File: src/rtl/knn_vote_pkg.sv
// Shared definitions for the KNN majority-vote classifier.
// Holds default sizes, the FSM state encoding and width helpers.
package knn_vote_pkg;

    localparam int LABEL_DEF       = 8;
    localparam int N_NEIGHBOUR_DEF = 10;
    localparam int N_CLASSES_DEF   = 16;
    localparam int CNT_W_DEF       = $clog2(N_NEIGHBOUR_DEF + 1);

    typedef enum logic [1:0] {
        ST_IDLE  = 2'd0,
        ST_COUNT = 2'd1,
        ST_SCAN  = 2'd2,
        ST_DONE  = 2'd3
    } state_e;

    function automatic int cls_w(input int n);
        return (n > 1) ? $clog2(n) : 1;
    endfunction

endpackage

File: src/rtl/knn_vote_if.sv
// Request/result bundle of the KNN majority-vote classifier.
// master: start, neighbour_info, k_used out; busy, done, label_out,
// vote_cnt, no_vote in. slave: the reverse (the classifier side).
interface knn_vote_if #(
    parameter int LABEL       = knn_vote_pkg::LABEL_DEF,
    parameter int N_NEIGHBOUR = knn_vote_pkg::N_NEIGHBOUR_DEF,
    parameter int N_CLASSES   = knn_vote_pkg::N_CLASSES_DEF
);

    localparam int CNT_W = $clog2(N_NEIGHBOUR + 1);

    logic                         start;
    logic [LABEL*N_NEIGHBOUR-1:0] neighbour_info;
    logic [CNT_W-1:0]             k_used;
    logic                         busy;
    logic                         done;
    logic [LABEL-1:0]             label_out;
    logic [CNT_W-1:0]             vote_cnt;
    logic                         no_vote;

    modport master (
        output start, neighbour_info, k_used,
        input  busy, done, label_out, vote_cnt, no_vote
    );

    modport slave (
        input  start, neighbour_info, k_used,
        output busy, done, label_out, vote_cnt, no_vote
    );

endinterface

File: src/rtl/knn_vote_hist.sv
// Per-class vote counter bank for knn_vote (N_CLASSES entries).
// Ports: clk, rst, clr, inc, inc_idx, rd_idx, rd_cnt; with
// KNN_VOTE_TIE_NEAREST_EN also inc_slot, rd_first (first slot per class).
module knn_vote_hist
    import knn_vote_pkg::*;
#(
    parameter int N_CLASSES = N_CLASSES_DEF,
    parameter int CNT_W     = CNT_W_DEF,
    parameter int CLS_W     = cls_w(N_CLASSES_DEF)
) (
    input  logic             clk,
    input  logic             rst,
    input  logic             clr,
    input  logic             inc,
    input  logic [CLS_W-1:0] inc_idx,
`ifdef KNN_VOTE_TIE_NEAREST_EN
    input  logic [CNT_W-1:0] inc_slot,
    output logic [CNT_W-1:0] rd_first,
`endif
    input  logic [CLS_W-1:0] rd_idx,
    output logic [CNT_W-1:0] rd_cnt
);

    logic [CNT_W-1:0] cnt_q [N_CLASSES];
    logic [CNT_W-1:0] cnt_d [N_CLASSES];

    always_comb begin
        cnt_d = cnt_q;
        if (clr) begin
            for (int c = 0; c < N_CLASSES; c++) begin
                cnt_d[c] = '0;
            end
        end else if (inc) begin
            cnt_d[inc_idx] = cnt_q[inc_idx] + 1'b1;
        end
    end

    always_ff @(posedge clk) begin
        if (rst) begin
            for (int c = 0; c < N_CLASSES; c++) begin
                cnt_q[c] <= '0;
            end
        end else begin
            cnt_q <= cnt_d;
        end
    end

    assign rd_cnt = cnt_q[rd_idx];

`ifdef KNN_VOTE_TIE_NEAREST_EN
    logic [CNT_W-1:0] first_q [N_CLASSES];
    logic [CNT_W-1:0] first_d [N_CLASSES];

    // Slots arrive nearest-first, so the slot seen while the count is
    // still zero is the nearest occurrence of that class.
    always_comb begin
        first_d = first_q;
        if (clr) begin
            for (int c = 0; c < N_CLASSES; c++) begin
                first_d[c] = '0;
            end
        end else if (inc && (cnt_q[inc_idx] == '0)) begin
            first_d[inc_idx] = inc_slot;
        end
    end

    always_ff @(posedge clk) begin
        if (rst) begin
            for (int c = 0; c < N_CLASSES; c++) begin
                first_q[c] <= '0;
            end
        end else begin
            first_q <= first_d;
        end
    end

    assign rd_first = first_q[rd_idx];
`endif

endmodule

File: src/rtl/knn_vote.sv
// Majority-vote classifier over the K-nearest label list (top level).
// Ports: clk, rst (sync, active-high), bus (knn_vote_if.slave).
// Build option KNN_VOTE_TIE_NEAREST_EN: ties go to the nearest class.
module knn_vote
    import knn_vote_pkg::*;
#(
    parameter int LABEL       = LABEL_DEF,
    parameter int N_NEIGHBOUR = N_NEIGHBOUR_DEF,
    parameter int N_CLASSES   = N_CLASSES_DEF
) (
    input  logic       clk,
    input  logic       rst,
    knn_vote_if.slave  bus
);

    localparam int CNT_W  = $clog2(N_NEIGHBOUR + 1);
    localparam int CLS_W  = cls_w(N_CLASSES);
    localparam int SNAP_W = LABEL * N_NEIGHBOUR;

    state_e             state_q, state_d;
    logic [SNAP_W-1:0]  snap_q, snap_d;
    logic [CNT_W-1:0]   k_q, k_d;
    logic [CNT_W-1:0]   idx_q, idx_d;
    logic [CLS_W-1:0]   cls_q, cls_d;
    logic [CLS_W-1:0]   best_cls_q, best_cls_d;
    logic [CNT_W-1:0]   best_cnt_q, best_cnt_d;
    logic [LABEL-1:0]   label_q, label_d;
    logic [CNT_W-1:0]   vote_q, vote_d;
    logic               no_vote_q, no_vote_d;
    logic               done_q, done_d;

    logic               hist_clr;
    logic               hist_inc;
    logic [CNT_W-1:0]   hist_cnt;
    logic [CNT_W-1:0]   k_in;
    logic [LABEL-1:0]   cur_lab;
    logic               in_range;
    logic               take;

    assign k_in = (bus.k_used > CNT_W'(N_NEIGHBOUR))
                ? CNT_W'(N_NEIGHBOUR) : bus.k_used;

    // The snapshot shifts down one slot per COUNT cycle, so the
    // current slot is always in the low bits.
    assign cur_lab  = snap_q[LABEL-1:0];
    assign in_range = {1'b0, cur_lab} < (LABEL+1)'(N_CLASSES);

`ifdef KNN_VOTE_TIE_NEAREST_EN
    logic [CNT_W-1:0] hist_first;
    logic [CNT_W-1:0] best_first_q, best_first_d;

    assign take = (hist_cnt > best_cnt_q)
               || ((hist_cnt == best_cnt_q) && (hist_cnt != '0)
                   && (hist_first < best_first_q));
`else
    // Strict compare: on a tie the earlier (smaller) class stays.
    assign take = hist_cnt > best_cnt_q;
`endif

    knn_vote_hist #(
        .N_CLASSES (N_CLASSES),
        .CNT_W     (CNT_W),
        .CLS_W     (CLS_W)
    ) u_hist (
        .clk      (clk),
        .rst      (rst),
        .clr      (hist_clr),
        .inc      (hist_inc),
        .inc_idx  (CLS_W'(cur_lab)),
`ifdef KNN_VOTE_TIE_NEAREST_EN
        .inc_slot (idx_q),
        .rd_first (hist_first),
`endif
        .rd_idx   (cls_q),
        .rd_cnt   (hist_cnt)
    );

    always_comb begin
        state_d    = state_q;
        snap_d     = snap_q;
        k_d        = k_q;
        idx_d      = idx_q;
        cls_d      = cls_q;
        best_cls_d = best_cls_q;
        best_cnt_d = best_cnt_q;
        label_d    = label_q;
        vote_d     = vote_q;
        no_vote_d  = no_vote_q;
        done_d     = 1'b0;
        hist_clr   = 1'b0;
        hist_inc   = 1'b0;
`ifdef KNN_VOTE_TIE_NEAREST_EN
        best_first_d = best_first_q;
`endif
        unique case (state_q)
            ST_IDLE: begin
                if (bus.start) begin
                    snap_d     = bus.neighbour_info;
                    k_d        = k_in;
                    idx_d      = '0;
                    cls_d      = '0;
                    best_cls_d = '0;
                    best_cnt_d = '0;
                    hist_clr   = 1'b1;
`ifdef KNN_VOTE_TIE_NEAREST_EN
                    best_first_d = '0;
`endif
                    state_d = (k_in == '0) ? ST_SCAN : ST_COUNT;
                end
            end
            ST_COUNT: begin
                hist_inc = in_range;
                snap_d   = snap_q >> LABEL;
                idx_d    = idx_q + 1'b1;
                if (idx_q == k_q - 1'b1) begin
                    state_d = ST_SCAN;
                end
            end
            ST_SCAN: begin
                if (take) begin
                    best_cls_d = cls_q;
                    best_cnt_d = hist_cnt;
`ifdef KNN_VOTE_TIE_NEAREST_EN
                    best_first_d = hist_first;
`endif
                end
                cls_d = cls_q + 1'b1;
                if (cls_q == CLS_W'(N_CLASSES - 1)) begin
                    state_d = ST_DONE;
                end
            end
            ST_DONE: begin
                vote_d    = best_cnt_q;
                no_vote_d = (best_cnt_q == '0);
                label_d   = (best_cnt_q == '0)
                          ? '0 : LABEL'(best_cls_q);
                done_d    = 1'b1;
                state_d   = ST_IDLE;
            end
            default: state_d = ST_IDLE;
        endcase
    end

    always_ff @(posedge clk) begin
        if (rst) begin
            state_q    <= ST_IDLE;
            snap_q     <= '0;
            k_q        <= '0;
            idx_q      <= '0;
            cls_q      <= '0;
            best_cls_q <= '0;
            best_cnt_q <= '0;
            label_q    <= '0;
            vote_q     <= '0;
            no_vote_q  <= 1'b0;
            done_q     <= 1'b0;
        end else begin
            state_q    <= state_d;
            snap_q     <= snap_d;
            k_q        <= k_d;
            idx_q      <= idx_d;
            cls_q      <= cls_d;
            best_cls_q <= best_cls_d;
            best_cnt_q <= best_cnt_d;
            label_q    <= label_d;
            vote_q     <= vote_d;
            no_vote_q  <= no_vote_d;
            done_q     <= done_d;
        end
    end

`ifdef KNN_VOTE_TIE_NEAREST_EN
    always_ff @(posedge clk) begin
        if (rst) begin
            best_first_q <= '0;
        end else begin
            best_first_q <= best_first_d;
        end
    end
`endif

    assign bus.busy      = (state_q != ST_IDLE);
    assign bus.done      = done_q;
    assign bus.label_out = label_q;
    assign bus.vote_cnt  = vote_q;
    assign bus.no_vote   = no_vote_q;

endmodule
File: src/flat_wrapper.sv
// flat-port wrapper written by rule: the top's interface ports become plain ports
module knn_vote_flat import knn_vote_pkg::*;
#(
    parameter int LABEL       = LABEL_DEF,
    parameter int N_NEIGHBOUR = N_NEIGHBOUR_DEF,
    parameter int N_CLASSES   = N_CLASSES_DEF
)
  (clk, rst, bus_start, bus_neighbour_info, bus_k_used, bus_busy, bus_done, bus_label_out, bus_vote_cnt, bus_no_vote);
  knn_vote_if #(.LABEL(LABEL), .N_NEIGHBOUR(N_NEIGHBOUR), .N_CLASSES(N_CLASSES)) bus_i ();
  input  logic clk;
  input  logic rst;
  input wire logic [$bits(bus_i.start)-1:0] bus_start;
  input wire logic [$bits(bus_i.neighbour_info)-1:0] bus_neighbour_info;
  input wire logic [$bits(bus_i.k_used)-1:0] bus_k_used;
  output wire logic [$bits(bus_i.busy)-1:0] bus_busy;
  output wire logic [$bits(bus_i.done)-1:0] bus_done;
  output wire logic [$bits(bus_i.label_out)-1:0] bus_label_out;
  output wire logic [$bits(bus_i.vote_cnt)-1:0] bus_vote_cnt;
  output wire logic [$bits(bus_i.no_vote)-1:0] bus_no_vote;
  assign bus_i.start = bus_start;
  assign bus_i.neighbour_info = bus_neighbour_info;
  assign bus_i.k_used = bus_k_used;
  assign bus_busy = bus_i.busy;
  assign bus_done = bus_i.done;
  assign bus_label_out = bus_i.label_out;
  assign bus_vote_cnt = bus_i.vote_cnt;
  assign bus_no_vote = bus_i.no_vote;
  knn_vote #(.LABEL(LABEL), .N_NEIGHBOUR(N_NEIGHBOUR), .N_CLASSES(N_CLASSES)) u_core (.clk(clk), .rst(rst), .bus(bus_i));
endmodule
File: config.mk
export PLATFORM = sky130hd
export DESIGN_NAME = knn_vote_flat
export DESIGN_NICKNAME = d
export VERILOG_FILES = /design/src/rtl/knn_vote_pkg.sv /design/src/rtl/knn_vote_if.sv /design/src/rtl/knn_vote_hist.sv /design/src/rtl/knn_vote.sv /design/src/flat_wrapper.sv
export SDC_FILE = /design/constraint.sdc
export NUM_CORES = 1
export LEC_CHECK = 0
export CORE_UTILIZATION = 37
export DETAILED_ROUTE_END_ITERATION = 8
export PLACE_DENSITY = 0.53
export SLEW_MARGIN = 20
export SYNTH_ARGS = -nofsm -noshare
export SYNTH_HDL_FRONTEND = slang
export SYNTH_SLANG_ARGS = --single-unit
File: constraint.sdc
create_clock -name clk -period 7.9 [get_ports clk]
set_input_delay 1.58 -clock clk [delete_from_list [all_inputs] [get_ports clk]]
set_output_delay 1.58 -clock clk [all_outputs]
set_load 0.005 [all_outputs]
======== Word-level counts from Yosys, hierarchy flattened ========
Cells that the tools add are included.
cells by class
  $add $sub $neg .......................... 4
  magnitude comparators ................... 6
  equality and inequality tests ........... 9
  multiplexer cells ....................... 29
  bitwise operators ....................... 2
  reduce and logical (&&, ||, !) cells .... 13
operators with widths
  operator                                               number
  one-hot mux 80 bit (2 select lines)                    1
  two-way mux 80 bit                                     1
  bitwise mux 64 bit                                     1
  two-way mux 4 bit                                      10
  binary-select mux 4 bit (select 4 bit)                 2
  one-hot mux 4 bit (2 select lines)                     4
  demux 4 bit (select 4 bit)                             1
  adder 4 x 1 -> 4 bit, second input constant            3
  >= comparator 5 bit, second input constant             2
  NOT 4 -> 5 bit                                         2
  logical NOT 4 bit                                      2
  < comparator 8 x 5 -> 1 bit, second input constant     1
  two-way mux 2 bit                                      4
  one-hot mux 2 bit (4 select lines)                     1
  inequality test 2 x 1 -> 1 bit, second input constant  3
  AND reduction 2 bit                                    3
  AND reduction 3 bit                                    2
  nonzero test 2 bit                                     3
  < comparator 5 x 1 -> 1 bit, second input constant     1
  equality test 2 bit, second input constant             2
  equality test 4 bit                                    1
  equality test 4 bit, second input constant             1
  greater-than comparator 4 bit                          1
  greater-than comparator 4 bit, second input constant   1
  other kinds (7)                                        10
storage, ports and cells
  register bits after elaboration ......... 180
  input port bits ......................... 87
  output and inout bits ................... 15
  logic and storage cells ................. 90

======== Longest topological paths before layout ========
  depth in word-level cells ............... 7
  gate-level depth with buffers ........... 13
  gate-level depth less buffers ........... 11

======== Modules after synthesis ========
Synthesis repeated with hierarchy kept, for this count alone.
unflattened totals
  cell total of the unflattened synthesis .. 820
  area total of the unflattened synthesis .. 8201.6 um2
modules (own cells, without submodules)
  module         instances  cells an instance  area each (um2)  sequential area each (um2)
  knn_vote       1          524                4938.5           2242.2
  knn_vote_hist  1          296                3263.1           1281.2

======== Worst setup path after synthesis ========
No wires, ideal clock.
  path kind ............................... flip-flop to flip-flop
  start ................................... register u_core.cls_q[2]
  end ..................................... register u_core.best_cls_q[0]
  setup time .............................. 0.065 ns
  arrival ................................. 3.080 ns
  required time ........................... 7.835 ns
  path slack .............................. 4.755 ns
  stages on the path, launching flop included .. 13
  buffers on the path ..................... 2
  period minus slack after synthesis ...... 3.145 ns
  path through ............................ dfxtp_1 buf_2 buf_1 mux4_2 mux4_2 ha_1 nor2b_1 o21a_1 o21a_1 o21ai_0 a21o_1 a22oi_1 nor2_1
on the way
  longest elaborated chain between the ends .. 7
ends and longest elaborated chain
  what                                                  line                 text
  start, declared                                       knn_vote.sv:24       logic [CLS_W-1:0] cls_q, cls_d;
  start signal, assigned                                knn_vote.sv:162      cls_q <= cls_d;
  NOT 4 -> 5 bit (implied by the code)                  knn_vote_hist.sv:48  assign rd_cnt = cnt_q[rd_idx];
  binary-select mux 4 bit (select 4 bit)                knn_vote_hist.sv:48
  two-way mux 4 bit (implied by the code) (2 in a row)  knn_vote_hist.sv:48
  greater-than comparator 4 bit                         knn_vote.sv:57       assign take = hist_cnt > best_cnt_q;
  inequality test 2 x 1 -> 1 bit (no line)              -
  AND reduction 3 bit (no line)                         -
  end signal, assigned                                  knn_vote.sv:163      best_cls_q <= best_cls_d;
  end, declared                                         knn_vote.sv:25       logic [CLS_W-1:0] best_cls_q, best_cls_d;
No other way between the ends. The select of a mux whose other input is x is not followed.
A chain may end at the register's enable or synchronous reset.

======== Final worst setup path ========
  start ................................... input port bus_start
  end ..................................... register u_core.snap_q[5]
on the way
  longest elaborated chain between the ends .. 2
ends and longest elaborated chain
  what                             line                text
  start, declared                  flat_wrapper.sv:12  input wire logic [$bits(bus_i.start)-1:0] bus_start;
  inequality test 2 bit (no line)  -
  AND reduction 2 bit (no line)    -
  end signal, assigned             knn_vote.sv:159     snap_q <= snap_d;
  end, declared                    knn_vote.sv:21      logic [SNAP_W-1:0] snap_q, snap_d;
No other way between the ends.

==> Implementation_results.wiki <==
{| class="wikitable"
! Metric !! Value
|-
| Area of all placed cells without fillers || 9960 um^2
|-
| Switching power as a share of total power || 37.3%
|-
| Actual slew at the worst max-slew pin || 1070 ps
|-
| Share of the synthesized area in the top cell type || between 40% and 50%
|-
| Die W || 152 um
|-
| Peak supply drop || roughly 0.19 mV
|-
| Clock latency reported for the late side of the worst-skew pair || ~430 ps
|-
| Comb power frac || 37.5%
|-
| EDFF count, synth || 0
|-
| Pre-antenna DRT Iters || 6
|-
| Violated checks || DRC
|-
| Synth Register Bits || between 150 and 200
|-
| Main synth FF type || sky130_fd_sc_hd__dfxtp_1
|-
| Total vias in the final route || ~6000
|-
| # Post-CTS Setup Buffers || 0
|-
| Deepest level of the CTS H-tree || 4
|-
| Core area || 22000 um^2
|-
| Sw Pwr || ~1.2 mW
|-
| Number of sinks handled by clock tree synthesis || 176
|-
| Number of cells produced by synthesis || 821
|-
| Yosys top cell by area || sky130_fd_sc_hd__dfxtp_1
|-
| Height of the die || 152 um
|-
| Final worst setup slack || 4150 ps
|-
| Final antenna diode count || 0
|-
| Maximum fanout encountered on the critical timing path || 63
|-
| Overall die area || approximately 23000 um^2
|-
| Hold Path Stages || 2
|-
| DR DRC count || 2
|-
| Worst setup SP type || primary input
|-
| Final GP Congestion || around 0.76
|-
| Final setup skew || 11.7 ps
|-
| CTS-repair resized insts || 0
|-
| Half-perimeter wire length after placement || 13300 um
|-
| Netlist area before placement || ~8300 um^2
|-
| Largest net degree at the start of global routing || 117
|-
| Share of cells above drive strength 1 || 10.7%
|-
| Power per Cell Area || 325 nW/um^2
|-
| Placement-stage worst setup slack || 3680 ps
|-
| Clock Tree Root || sky130_fd_sc_hd__clkbuf_16
|-
| Arrival time of the worst setup path || 4080 ps
|-
| Type of the tightest min-delay check || flip-flop to flip-flop
|-
| Number of antenna violations at the first check in global routing || 1
|-
| Max transition margin || approximately 28%
|-
| Internal || 2.03 mW
|-
| Number of nets with antenna violations after routing || 0
|-
| Number of buffers between clock root and the deepest sink || 2
|-
| Cells taking the most area after synthesis || sky130_fd_sc_hd__dfxtp_1 (42%), sky130_fd_sc_hd__mux2i_1 (11%), sky130_fd_sc_hd__a211oi_1 (9.7%)
|-
| Count of input and output buffers || 97
|-
| Kind of end point of the critical path || flip-flop
|-
| Average wire length per cell after detail routing || 16.8 um
|-
| Proportion of synthesized flip-flops having asynchronous set or reset || 0%
|-
| Max-cap violations || 0
|-
| Setup TNS || 0 ps
|-
| Required time of the critical path || 8230 ps
|-
| Detail-routed via count per cell || between 5 and 6
|-
| Residual overflow from global routing || 0
|-
| TritonCTS clock tree || built
|-
| Routed WL || 19700 um
|-
| Total number of placement rows || 54
|-
| Total Power || approximately 3.2 mW
|-
| TritonCTS Buffers || 17
|-
| Clock share of power || about 24%
|-
| Placed cell area || between 9000 and 10000 um^2
|-
| Outcome || complete, but fails checks
|-
| Max Clock Freq || roughly 0.27 GHz
|-
| Mean Syn Cell Area || roughly 10 um^2
|-
| RSZ-0062 raised after global routing || false
|-
| Setup violations, final || 0
|-
| First-pass GRT wire length || 32500 um
|-
| Top-level port count || 102
|-
| Slack of the worst reg-to-reg path || 4190 ps
|-
| Number of global-route vias before repair || 6013
|-
| Hold bufs inserted after CTS || 0
|-
| Number of nets at the end of the flow || 981
|-
| GRT Util Overall || 17.7%
|-
| Final worst path period share || 47.5%
|-
| Synth warn || 0
|-
| Power share of the sequential group || 38.2%
|-
| Fin crit period || approximately 3700 ps
|-
| Fraction of the yosys area taken by sequential cells || between 40% and 50%
|-
| Clock transition at path regs || 60 ps
|-
| Worst Reg2Reg Path Length in Cells || 11
|-
| Standby leakage power || roughly 3.4 nW
|-
| Unique cell type count in the Yosys netlist || 46
|-
| Drt first-iter violations || 387
|-
| Area growth from synthesis to final layout || 19.7%
|-
| Pins Over Slew Limit || 0
|-
| Crit path kind || primary input to flip-flop
|-
| Endpoints failing hold || 0
|-
| Initial core utilization || 37.9%
|}
logic make-up after synthesis:
group                    Yosys count  share of synthesized area [%]
other                              1                         0.0451
buffers and inverters             78                           4.65
multiplexers                     131                           21.7
AND/OR/NAND/NOR                  228                           12.2
XOR/XNOR                          10                           1.37
flip-flops                       176                           42.3
adder cells (fa/ha/maj)           12                           1.80
AO/OA/AOI/OAI                    185                           15.8
worst paths after layout:
kind                        start                    to
setup reg to reg  u_core.cls_q[0]  u_core.best_cnt_q[0]
hold / removal      u_core.k_q[1]         u_core.k_q[1]
hold reg to reg     u_core.k_q[1]         u_core.k_q[1]
setup / recovery        bus_start      u_core.snap_q[5]
per-layer routing:
layer  wire length [um]  global-route usage (%)
met5                  0                       0
met4                205                    4.57
met3               1010                    5.73
met2               9070                    27.5
met1               9440                    23.7
worst max-delay path, cell delays in order:
cell and delay (ps):
sky130_fd_sc_hd__clkdlybuf4s50_1 570, sky130_fd_sc_hd__nand2b_1 370, sky130_fd_sc_hd__o21a_4 400, sky130_fd_sc_hd__buf_4 510, sky130_fd_sc_hd__buf_12 320, sky130_fd_sc_hd__nor2_1 70
sky130_fd_sc_hd__a211oi_1 210
sequential cells by signal (all words and copies together) (netlist names):
signal,cells
u_core.bus.no_vote,1
u_core.best_cnt_q,4
u_core.best_cls_q,4
u_core.state_q,2
u_core.idx_q,4
u_core.bus.done,1
u_core.cls_q,4
u_core.k_q,4
u_core.bus.vote_cnt,4
u_core.bus.label_out,4
u_core.snap_q,80
u_core.u_hist.cnt_q,64
power groups by stage:
stage          clock network [mW]  logic (mW)  registers [mW]
2_1_floorplan                   0        1.01            1.20
3_3_place_gp                    0        1.20            1.25
3_5_place_dp                    0        1.21            1.26
4_1_cts                     0.809        1.21            1.24
5_1_grt                     0.847        1.36            1.27
6_report                    0.788        1.21            1.24
layout make-up:
type                            count  area (um^2)
Inverter                           11         41.3
Fill cell                        2106        12000
Clock inverter                      8         53.8
Timing Repair Buffer              106         1050
Tap cell                          280          350
Sequential cell                   176         3520
Clock buffer                       24          492
Multi-Input combinational cell    570         4450
cell usage after synthesis (all sizes together) (2+ instances only):
master and instances:
o21ai 20, nand2b 4, a22oi 20, nand3 10, o21a 3, nor2 166
nand2 17, nor2b 8, nor4 3, mux2i 93, inv 11, nand4 2
mux4 38, dfxtp 176, a32oi 2, a21oi 28, nor3 12, ha 12
a211oi 108, xnor2 7, and3 2, clkbuf 40, buf 27, xor2 3
placed cells by master, fill, tap and decap left out, types with 6 or more instances in the layout:
cell type,n
sky130_fd_sc_hd__nand3_1,7
sky130_fd_sc_hd__buf_4,9
sky130_fd_sc_hd__ha_1,11
sky130_fd_sc_hd__o21ai_0,19
sky130_fd_sc_hd__mux4_2,32
sky130_fd_sc_hd__a211oi_1,108
sky130_fd_sc_hd__nor2_1,166
sky130_fd_sc_hd__a21oi_1,17
sky130_fd_sc_hd__clkdlybuf4s50_1,96
sky130_fd_sc_hd__nor2b_1,8
sky130_fd_sc_hd__xnor2_1,6
sky130_fd_sc_hd__dfxtp_1,176
sky130_fd_sc_hd__nor3_1,9
sky130_fd_sc_hd__mux4_1,6
sky130_fd_sc_hd__a22oi_1,20
sky130_fd_sc_hd__a21oi_2,11
sky130_fd_sc_hd__mux2i_1,93
sky130_fd_sc_hd__inv_1,11
sky130_fd_sc_hd__clkbuf_16,17
sky130_fd_sc_hd__nand2_1,17
per-stage QoR:
stage,util (%),hold slack [ps],std cells
after floorplan,-,449,824
after global placement,42.7,476,1142
after detailed placement,42.8,483,1142
after CTS,45.2,497,1174
after global routing,45.4,510,1175
final,45.4,492,1175
(Power assumes the default switching activity.)
